### src/rtl/dest_port_arbiter.sv
// Per-destination round-robin scheduler: picks one source, holds it for a whole
// packet, and drives the beats through a registered valid/ready output stage.
module dest_port_arbiter #(
    parameter  int PORT_NUB   = 8,
    parameter  int DATA_WIDTH = 32,
    parameter  int DEST       = 0,
    localparam int WIDTH_SEL  = $clog2(PORT_NUB),
    localparam int BEAT_W     = 2 * WIDTH_SEL + DATA_WIDTH
) (
    input  logic                         clk,
    input  logic                         rst_n,
    input  logic [PORT_NUB*BEAT_W-1:0]   req_data,
    input  logic [PORT_NUB-1:0]          req_valid,
    input  logic [PORT_NUB-1:0]          req_last,
    output logic [PORT_NUB-1:0]          grant,
    output logic [BEAT_W-1:0]            out_data,
    output logic [WIDTH_SEL-1:0]         out_src,
    output logic                         out_last,
    output logic                         out_valid,
    input  logic                         out_ready,
    output logic                         err_dest
);

    typedef enum logic {
        ST_ARB,
        ST_LOCK
    } state_e;

    state_e               state_q,     state_d;
    logic [WIDTH_SEL-1:0] rr_ptr_q,    rr_ptr_d;
    logic [WIDTH_SEL-1:0] lock_src_q,  lock_src_d;
    logic [BEAT_W-1:0]    out_data_q,  out_data_d;
    logic [WIDTH_SEL-1:0] out_src_q,   out_src_d;
    logic                 out_last_q,  out_last_d;
    logic                 out_valid_q, out_valid_d;
    logic                 err_dest_q,  err_dest_d;

    logic                 load;
    logic                 found;
    logic [WIDTH_SEL-1:0] winner;
    logic [WIDTH_SEL-1:0] sel_src;
    logic                 sel_ok;
    logic                 cap_en;
    logic [BEAT_W-1:0]    sel_beat;
    logic [PORT_NUB-1:0]  grant_d;

    // Round-robin search starting at rr_ptr; the first hit wins.
    always_comb begin
        int                   idx;
        logic [WIDTH_SEL-1:0] idx_w;
        found  = 1'b0;
        winner = '0;
        for (int k = 0; k < PORT_NUB; k++) begin
            idx = int'(rr_ptr_q) + k;
            if (idx >= PORT_NUB) idx = idx - PORT_NUB;
            idx_w = WIDTH_SEL'(idx);
            if (!found && req_valid[idx_w]) begin
                found  = 1'b1;
                winner = idx_w;
            end
        end
    end

    always_comb begin
        // NOTE: every signal gets a default first, so no path leaves it unassigned and no latch is inferred.
        state_d     = state_q;
        rr_ptr_d    = rr_ptr_q;
        lock_src_d  = lock_src_q;
        out_data_d  = out_data_q;
        out_src_d   = out_src_q;
        out_last_d  = out_last_q;
        out_valid_d = out_valid_q;
        err_dest_d  = err_dest_q;
        grant_d     = '0;

        load     = !out_valid_q || out_ready;
        sel_src  = (state_q == ST_LOCK) ? lock_src_q : winner;
        sel_ok   = (state_q == ST_LOCK) ? req_valid[lock_src_q] : found;
        cap_en   = load && sel_ok;
        sel_beat = req_data[int'(sel_src)*BEAT_W +: BEAT_W];

        if (load) out_valid_d = sel_ok;

        if (cap_en) begin
            grant_d[sel_src] = rst_n;
            out_data_d       = sel_beat;
            out_src_d        = sel_src;
            out_last_d       = req_last[sel_src];
            if (sel_beat[BEAT_W-1 -: WIDTH_SEL] != WIDTH_SEL'(DEST)) err_dest_d = 1'b1;

            if (state_q == ST_ARB) begin
                // The pointer moves once per packet, at its first beat.
                rr_ptr_d = (int'(winner) == PORT_NUB - 1) ? '0 : WIDTH_SEL'(int'(winner) + 1);
                if (!req_last[winner]) begin
                    state_d    = ST_LOCK;
                    lock_src_d = winner;
                end
            end else if (req_last[sel_src]) begin
                state_d = ST_ARB;
            end
        end
    end

    always_ff @(posedge clk) begin
        // NOTE: non-blocking assignments keep every flop sampling pre-edge values.
        if (!rst_n) begin
            state_q     <= ST_ARB;
            rr_ptr_q    <= '0;
            lock_src_q  <= '0;
            out_data_q  <= '0;
            out_src_q   <= '0;
            out_last_q  <= 1'b0;
            out_valid_q <= 1'b0;
            err_dest_q  <= 1'b0;
        end else begin
            state_q     <= state_d;
            rr_ptr_q    <= rr_ptr_d;
            lock_src_q  <= lock_src_d;
            out_data_q  <= out_data_d;
            out_src_q   <= out_src_d;
            out_last_q  <= out_last_d;
            out_valid_q <= out_valid_d;
            err_dest_q  <= err_dest_d;
        end
    end

    assign grant     = grant_d;
    assign out_data  = out_data_q;
    assign out_src   = out_src_q;
    assign out_last  = out_last_q;
    assign out_valid = out_valid_q;
    assign err_dest  = err_dest_q;

endmodule

### config.mk
export PLATFORM = sky130hd
export DESIGN_NAME = dest_port_arbiter
export DESIGN_NICKNAME = d
export VERILOG_FILES = /design/src/rtl/dest_port_arbiter.sv
export SDC_FILE = /design/constraint.sdc
export NUM_CORES = 1
export LEC_CHECK = 0
export ABC_CLOCK_PERIOD_IN_PS = 4400
export CORE_AREA = 2 2 146 148
export DETAILED_ROUTE_END_ITERATION = 6
export DIE_AREA = 0 0 148 150
export GPL_ROUTABILITY_DRIVEN = 0
export PLACE_DENSITY_LB_ADDON = 0.12
export SYNTH_ARGS = -nofsm -noshare
export SYNTH_HDL_FRONTEND = slang
export SYNTH_SLANG_ARGS = --single-unit
### constraint.sdc
create_clock -name clk -period 4.4 [get_ports clk]
set_input_delay 0.88 -clock clk [delete_from_list [all_inputs] [get_ports clk]]
set_output_delay 0.88 -clock clk [all_outputs]
set_load 0.03 [all_outputs]
## Word level (Yosys, flattened, before mapping)

Index checks and enable logic that the tools add are counted.

- Register bits: 51
- Output and inout port bits: 52
- Logic and storage cells: 127

- Add/sub/neg operators: 16
- Multipliers: 1
- Order comparisons: 20
- Equality and inequality tests: 1
- Shift-type cells: 1
- Muxes and demuxes: 55
- Bitwise gates (word level): 3
- Reductions and logical operators: 22

Operators with widths:

| operator | count |
|---|---|
| indexed part select 304 x 10 -> 38 bit | 1 |
| two-way mux 3 bit | 18 |
| less-than comparator 3 x 4 -> 1 bit (second input constant) | 11 |
| binary-select mux 1 bit (select 3 bit) | 11 |
| >= comparator 4 bit (second input constant) | 7 |
| two-way mux 1 bit | 24 |
| subtractor 3 x 1 -> 3 bit (second input constant) | 8 |
| adder 3 x 3 -> 4 bit (second input constant) | 4 |
| logical AND 1 bit | 9 |
| adder 3 x 2 -> 4 bit (second input constant) | 2 |
| bitwise AND 8 bit | 1 |
| logical NOT 1 bit | 8 |
| multiplier 3 x 5 -> 8 bit (second input constant) | 1 |
| two-way mux 8 bit | 1 |
| adder 3 x 1 -> 4 bit (second input constant) | 1 |
| >= comparator 3 x 4 -> 1 bit (second input constant) | 1 |
| AND reduction 2 bit | 2 |
| adder 3 x 1 -> 3 bit (second input constant) | 1 |
| demux 1 bit (select 3 bit) | 1 |
| equality test 3 x 1 -> 1 bit (second input constant) | 1 |
| >= comparator 3 x 1 -> 1 bit (second input constant) | 1 |
| AND reduction 3 bit | 1 |
| nonzero test 3 bit | 1 |
| NOT 1 bit | 2 |
| logical OR 1 bit | 1 |

## Depth between registers and ports, before layout

Gate-level depths: netlist of the first run.

- Word-level depth: 33
- Gate-level depth with buffers: 18

## Least setup slack after synthesis of the first run

No wires, ideal clock.

- Path kind: register to output
- Start point: register rr_ptr_q[1]
- End point: output grant[2]
- Arrival time: 4.199 ns
- Required time: 3.520 ns
- Slack: -0.679 ns
- Cell stages (with the launch flop): 18
- Path through: dfxtp_1 > buf_1 > inv_1 > ha_1 > buf_6 > mux2_2 > mux4_2 > or2_1 > nor4b_4 > nand3_1 > and2_1 > buf_6 > o32ai_2 > buf_6 > buf_6 > buf_2 > inv_1 > nor2_1

- Word-level cells in the longest chain between the ends: 33

RTL lines:

| what | RTL line | text |
|---|---|---|
| start, declared | 30 | `logic [WIDTH_SEL-1:0] rr_ptr_q, rr_ptr_d;` |
| start signal, assigned | 117 | `rr_ptr_q <= rr_ptr_d;` |
| branches (longest 25 deep; another with adder 3 x 1 -> 4 bit) | - |  |
| two-way mux 3 bit * | 57 | `if (!found && req_valid[idx_w]) begin` |
| net winner[2] | 40 | `logic [WIDTH_SEL-1:0] winner;` |
| two-way mux 3 bit * | 77 | `sel_src = (state_q == ST_LOCK) ? lock_src_q : winner;` |
| less-than comparator 3 x 4 -> 1 bit (implied by the code) / >= comparator 3 x 1 -> 1 bit (equally long branches) | 85 | `grant_d[sel_src] = rst_n;` |
| logical AND 1 bit (implied by the code) | 85 |  |
| two-way mux 1 bit (implied by the code) | 85 |  |
| demux 1 bit (select 3 bit) * | 85 |  |
| bitwise AND 8 bit (no source line) * | - |  |
| two-way mux 8 bit * | 84 | `if (cap_en) begin` |
| end, declared | 15 | `output logic [PORT_NUB-1:0] grant,` |

Mark *: on every way through the listed nets, which the timed path passes. The select of a mux whose other input is x is not followed.

## Final worst setup path of the first run

- Start point: input req_valid[7]
- End point: output grant[1]

- Word-level cells in the longest chain between the ends: 31

RTL lines:

| what | RTL line | text |
|---|---|---|
| start, declared | 13 | `input logic [PORT_NUB-1:0] req_valid,` |
| binary-select mux 1 bit (select 3 bit) | 57 |  |
| two-way mux 1 bit (implied by the code) | 57 |  |
| two-way mux 1 bit | 57 |  |
| logical NOT 1 bit | 57 |  |
| logical AND 1 bit | 57 |  |
| two-way mux 1 bit | 57 |  |
| logical NOT 1 bit | 57 |  |
| logical AND 1 bit | 57 |  |
| [... 15 more ...] | - |  |
| two-way mux 3 bit | 57 |  |
| two-way mux 3 bit | 77 |  |
| less-than comparator 3 x 4 -> 1 bit (implied by the code) / >= comparator 3 x 1 -> 1 bit (equally long branches) | 85 |  |
| logical AND 1 bit (implied by the code) | 85 |  |
| two-way mux 1 bit (implied by the code) | 85 |  |
| demux 1 bit (select 3 bit) | 85 |  |
| bitwise AND 8 bit (no source line) | - |  |
| two-way mux 8 bit * | 84 |  |

Every way passes the cells marked *; elsewhere a longest branch is shown, timed or not. The select of a mux whose other input is x is not followed.

==> results of run 1 <==
power by group through the flow:
stage	Combinational (mW)	Clock (mW)	Sequential (mW)
3_3_place_gp	8.36	0	0.807
6_report	8.56	0.409	0.805
4_1_cts	8.54	0.425	0.806
5_1_grt	9.28	0.437	0.827
2_1_floorplan	5.35	0	1.07
3_5_place_dp	8.39	0	0.812
worst min-delay path by stage:
stage                     slack, ps  cells past startpoint          start            end
after floorplan                 500                      2  lock_src_q[0]  lock_src_q[0]
after global placement          460                      2       out_last       out_last
after detailed placement        460                      2   out_data[30]   out_data[30]
after CTS                       470                      2   out_data[30]   out_data[30]
after global routing            500                      2   out_data[30]   out_data[30]
final                           470                      2   out_data[30]   out_data[30]
kinds of logic (layout without fill, tap and decap cells):
group / Yosys count / in the layout / share of synthesized area (%)
AO/OA/AOI/OAI: 237 / 237 / 32.6
XOR/XNOR: 3 / 3 / 0.468
adder cells (fa/ha/maj): 4 / 4 / 0.891
buffers and inverters: 82 / 497 / 7.20
flip-flops: 51 / 51 / 18.2
multiplexers: 114 / 114 / 23.7
AND/OR/NAND/NOR: 209 / 209 / 16.9
metrics by stage:
stage	area, sq um	worst slack, ps	std cells	hold WS (ps)
after floorplan	5810	-61.3	700	502
after global placement	10300	-514	1370	458
after detailed placement	10300	-542	1370	461
after CTS	10500	-193	1389	474
after global routing	10600	-260	1390	498
final	10600	-196	1390	474
routing by layer:
| layer | track usage, % | routed length [um] | part of all wire [%] | up-vias |
|---|---|---|---|---|
| li1 | - | - | - | 3572 |
| met1 | 32.1 | 12200 | 41 | 3561 |
| met2 | 45.0 | 14900 | 50 | 318 |
| met3 | 5.67 | 2160 | 7.2 | 26 |
| met4 | 4.86 | 446 | 1.5 | 0 |
| met5 | 0 | 0 | 0 | - |
area by class of cell:
| type | count | area share (%) |
|---|---|---|
| well taps | 275 | 3.26 |
| inverters | 12 | 0.497 |
| clock buffers | 6 | 1.22 |
| repair buffers | 477 | 43.7 |
| clock inverters | 2 | 0.118 |
| flip-flops and latches | 51 | 9.69 |
| multi-input cells | 567 | 41.5 |
worst reg2reg max path, stage by stage (launching register included):
cell and delay [ps]:
dfxtp_2 360, inv_4 40, ha_4 320, buf_4 220
mux4_2 560, mux2_2 300, o311ai_1 430, a21oi_4 100
buf_4 140, buf_4 120, buf_4 120, buf_4 120
buf_4 120, buf_4 130, o21ai_2 150, nand2_1 110
buf_12 180, mux2_2 280, o211ai_1 290, a31oi_1 130
registers in the layout, summed over array words and instances, names as in the netlist:
signal	count
out_data	38
lock_src_q	3
out_src	3
rr_ptr_q	3
err_dest	1
out_last	1
out_valid	1
state_q	1
layout by cell type, fill, tap and decap left out, types with 4 or more instances in the layout:
cell	count
a211o_1	4
a211oi_1	9
a21oi_1	47
a221oi_1	40
a222oi_1	6
a22oi_1	5
a31oi_1	15
a32oi_1	4
buf_12	8
buf_2	4
buf_4	93
buf_6	10
clkbuf_16	5
clkdlybuf4s15_2	4
clkdlybuf4s50_1	357
dfxtp_1	49
inv_1	8
mux2_2	22
mux2_4	5
mux2i_1	75
mux4_2	12
nand2_1	84
nand2b_1	12
nand3_1	37
nor2_1	37
nor2_4	6
nor3_1	10
o211ai_1	10
o21ai_0	25
o221a_1	17
o221ai_1	19
what timing repair did:
item / CTS / global route
setup buffers: 11 / 1
endpoints found under the setup margin: 40 / 23
gates resized for setup: 40 / 7
pin swaps: 14 / 9
endpoints found under the hold margin: 0 / 0
==> metrics.md, run 1 <==
| Metric | Value |
|---|---|
| Status | finished, violations left |
| Violated checks | negative setup slack |
| Critical Path Start Type | input port |
| PwrDens | just over 900 nW/um^2 |
| Reg2Reg Depth | 19 |
| Final Worst Setup Slack | -196 ps |
| Most common cell in the netlist | nand2_1 |
| WL final | about 30 mm |
| Drc violations | 0 |
| Drt wl/cell | 21.4 um |
| Worst reg2reg path endpoint | out_data[11] |
| Unrepaired setup endpoints after global routing | yes |
| Setup TNS | -1260 ps |
| Number of synthesized flops with an enable pin | 0 |
| Crit path launch | req_valid[7] |
| Fin crit period | 4600 ps |
| Clock Path Buffers | 2 |
| Leak | approximately 4.3 nW |
| FF+latch area | between 1000 and 1500 sq um |
| Fillers | around 2.0k |
| Crit path DAT | about 3700 ps |
| CTS sink cnt | 51 |
| Clock Skews | 8.86 ps |
| Total gr overflow | 0 |
| Syn_nets | approximately 1.0k |
| Slowest-stage cell, CP | mux4_2 |
| Max incr delay on CP | roughly 530 ps |
| Hold WC Path Type | flip-flop to flip-flop |
| Total power | a little under 10 mW |
| Vias post-DR | around 7.5k |
| Die height | about 150 um |
| Yosys cell types | between 60 and 70 |
| Setup Crit Path Kind | input port to output pin |
| Critical Path Stages | 11 |
| Slew headroom | a little under half |
| CP endpoint kind | output pin |
| Most frequent cells after synthesis | nand2_1, mux2i_1, dfxtp_1 |
| Switching fraction of total power | between 50% and 60% |
| Synth Warn # | 0 |
| Final setup viols | 8 |
| Worst path cell trace | clkdlybuf4s15_2, mux2_4, mux4_2, o32a_1, or3_4, a21oi_4, o22a_2, inv_2, o32a_4, nor2_4, buf_6 |
| PortBufs | around 370 |
| CTS tree | yes |
| Iter 0 DRT Violations | between 300 and 400 |
| P&R area growth vs syn | 88.1% |
| Worst-path clk slew | roughly 80 ps |
| FP Rows | between 50 and 60 |
| Pint | roughly 4.7 mW |
| Register-to-register setup slack | roughly 60 ps |
| R2r startpoint | rr_ptr_q[1] |
| Synth Cell Area | 5620 sq um |
| Combinational share of power | 87.6% |
| Seq/Total Area, Yosys | a little under a fifth |
| Top_reg_cell synth | dfxtp_1 |
| Final Hold Fails | 0 |
| IO Count | between 300 and 400 |
| WP buf/inv | 3 |
| Post-DR vias/cell | roughly 5.4 |
| Final net count | 1441 |
| Layout cells sized above 1 | 18.7% |
| Synth async-reset ratio | 0% |
| Actual slew at the worst max-slew pin | slightly above 800 ps |
| Hold_buf cts | 0 |
| Worst-Skew Late Latency | around 300 ps |
| Final Util | 51.1% |
| Max IR drop VDD | 0.555 mV |
| Synth Area per Inst | 8.02 sq um |
| CP delay by family, top | compound AO/OA/AOI/OAI gates |
| Yosys top cell area share | 18.2% |
| Htree depth | 2 |
| Crit path to | grant[1] |
| Max Clk Rate | 0.218 GHz |
| Final worst-path cycle share | 104% |
| Sequential fraction of design power | approximately 8.2% |
| Fin. max-slew vios | 0 |
| Hpwl dp | 23.8 mm |
| CP max FO | 4 |
| Starting density of the core | between 20% and 30% |
| Horiz. Die Dim | 148 um |
| Pin count of the biggest net entering global routing | 54 |
| Core box area | roughly 21000 sq um |
| Vias in the first global route | around 7.3k |
| First-pass GRT wire length | about 44 mm |
| GRT Overall Usage | 25.5% |
| CTS root buffer | clkbuf_16 |
| Multi-input logic area | between 4000 and 5000 sq um |
| CTS buffer count | 5 |
| #FFs+latches synth | just over 50 |
| Initial antenna violation count | 0 |
| Die area | 22200 sq um |
| Critical path required time | between 3000 and 4000 ps |
| Antenna viol nets, final | 0 |
| Clk network pwr share | under 10% |
| Main area contributors after synthesis | dfxtp_1, mux2i_1, a221oi_1, nand2_1, mux2_2 |
| Synth area leader | dfxtp_1 |
| Switching power | about 5 mW |
| Antenna fix cells | 0 |
| Cells after Synth | 700 |
| Maxcap violations | 0 |
| DRT Pass-1 Iters | 5 |
(Power assumes the default switching activity.)
==> inputs of run 2 (changes only) <==
--- a/config.mk
+++ b/config.mk
@@ -11,6 +11,7 @@
 export DIE_AREA = 0 0 148 150
 export GPL_ROUTABILITY_DRIVEN = 0
 export PLACE_DENSITY_LB_ADDON = 0.12
+export SLEW_MARGIN = 20
 export SYNTH_ARGS = -nofsm -noshare
 export SYNTH_HDL_FRONTEND = slang
 export SYNTH_SLANG_ARGS = --single-unit
==> results of run 2 <==
The final DEF is identical to that of run 1; final timing and power are the same.
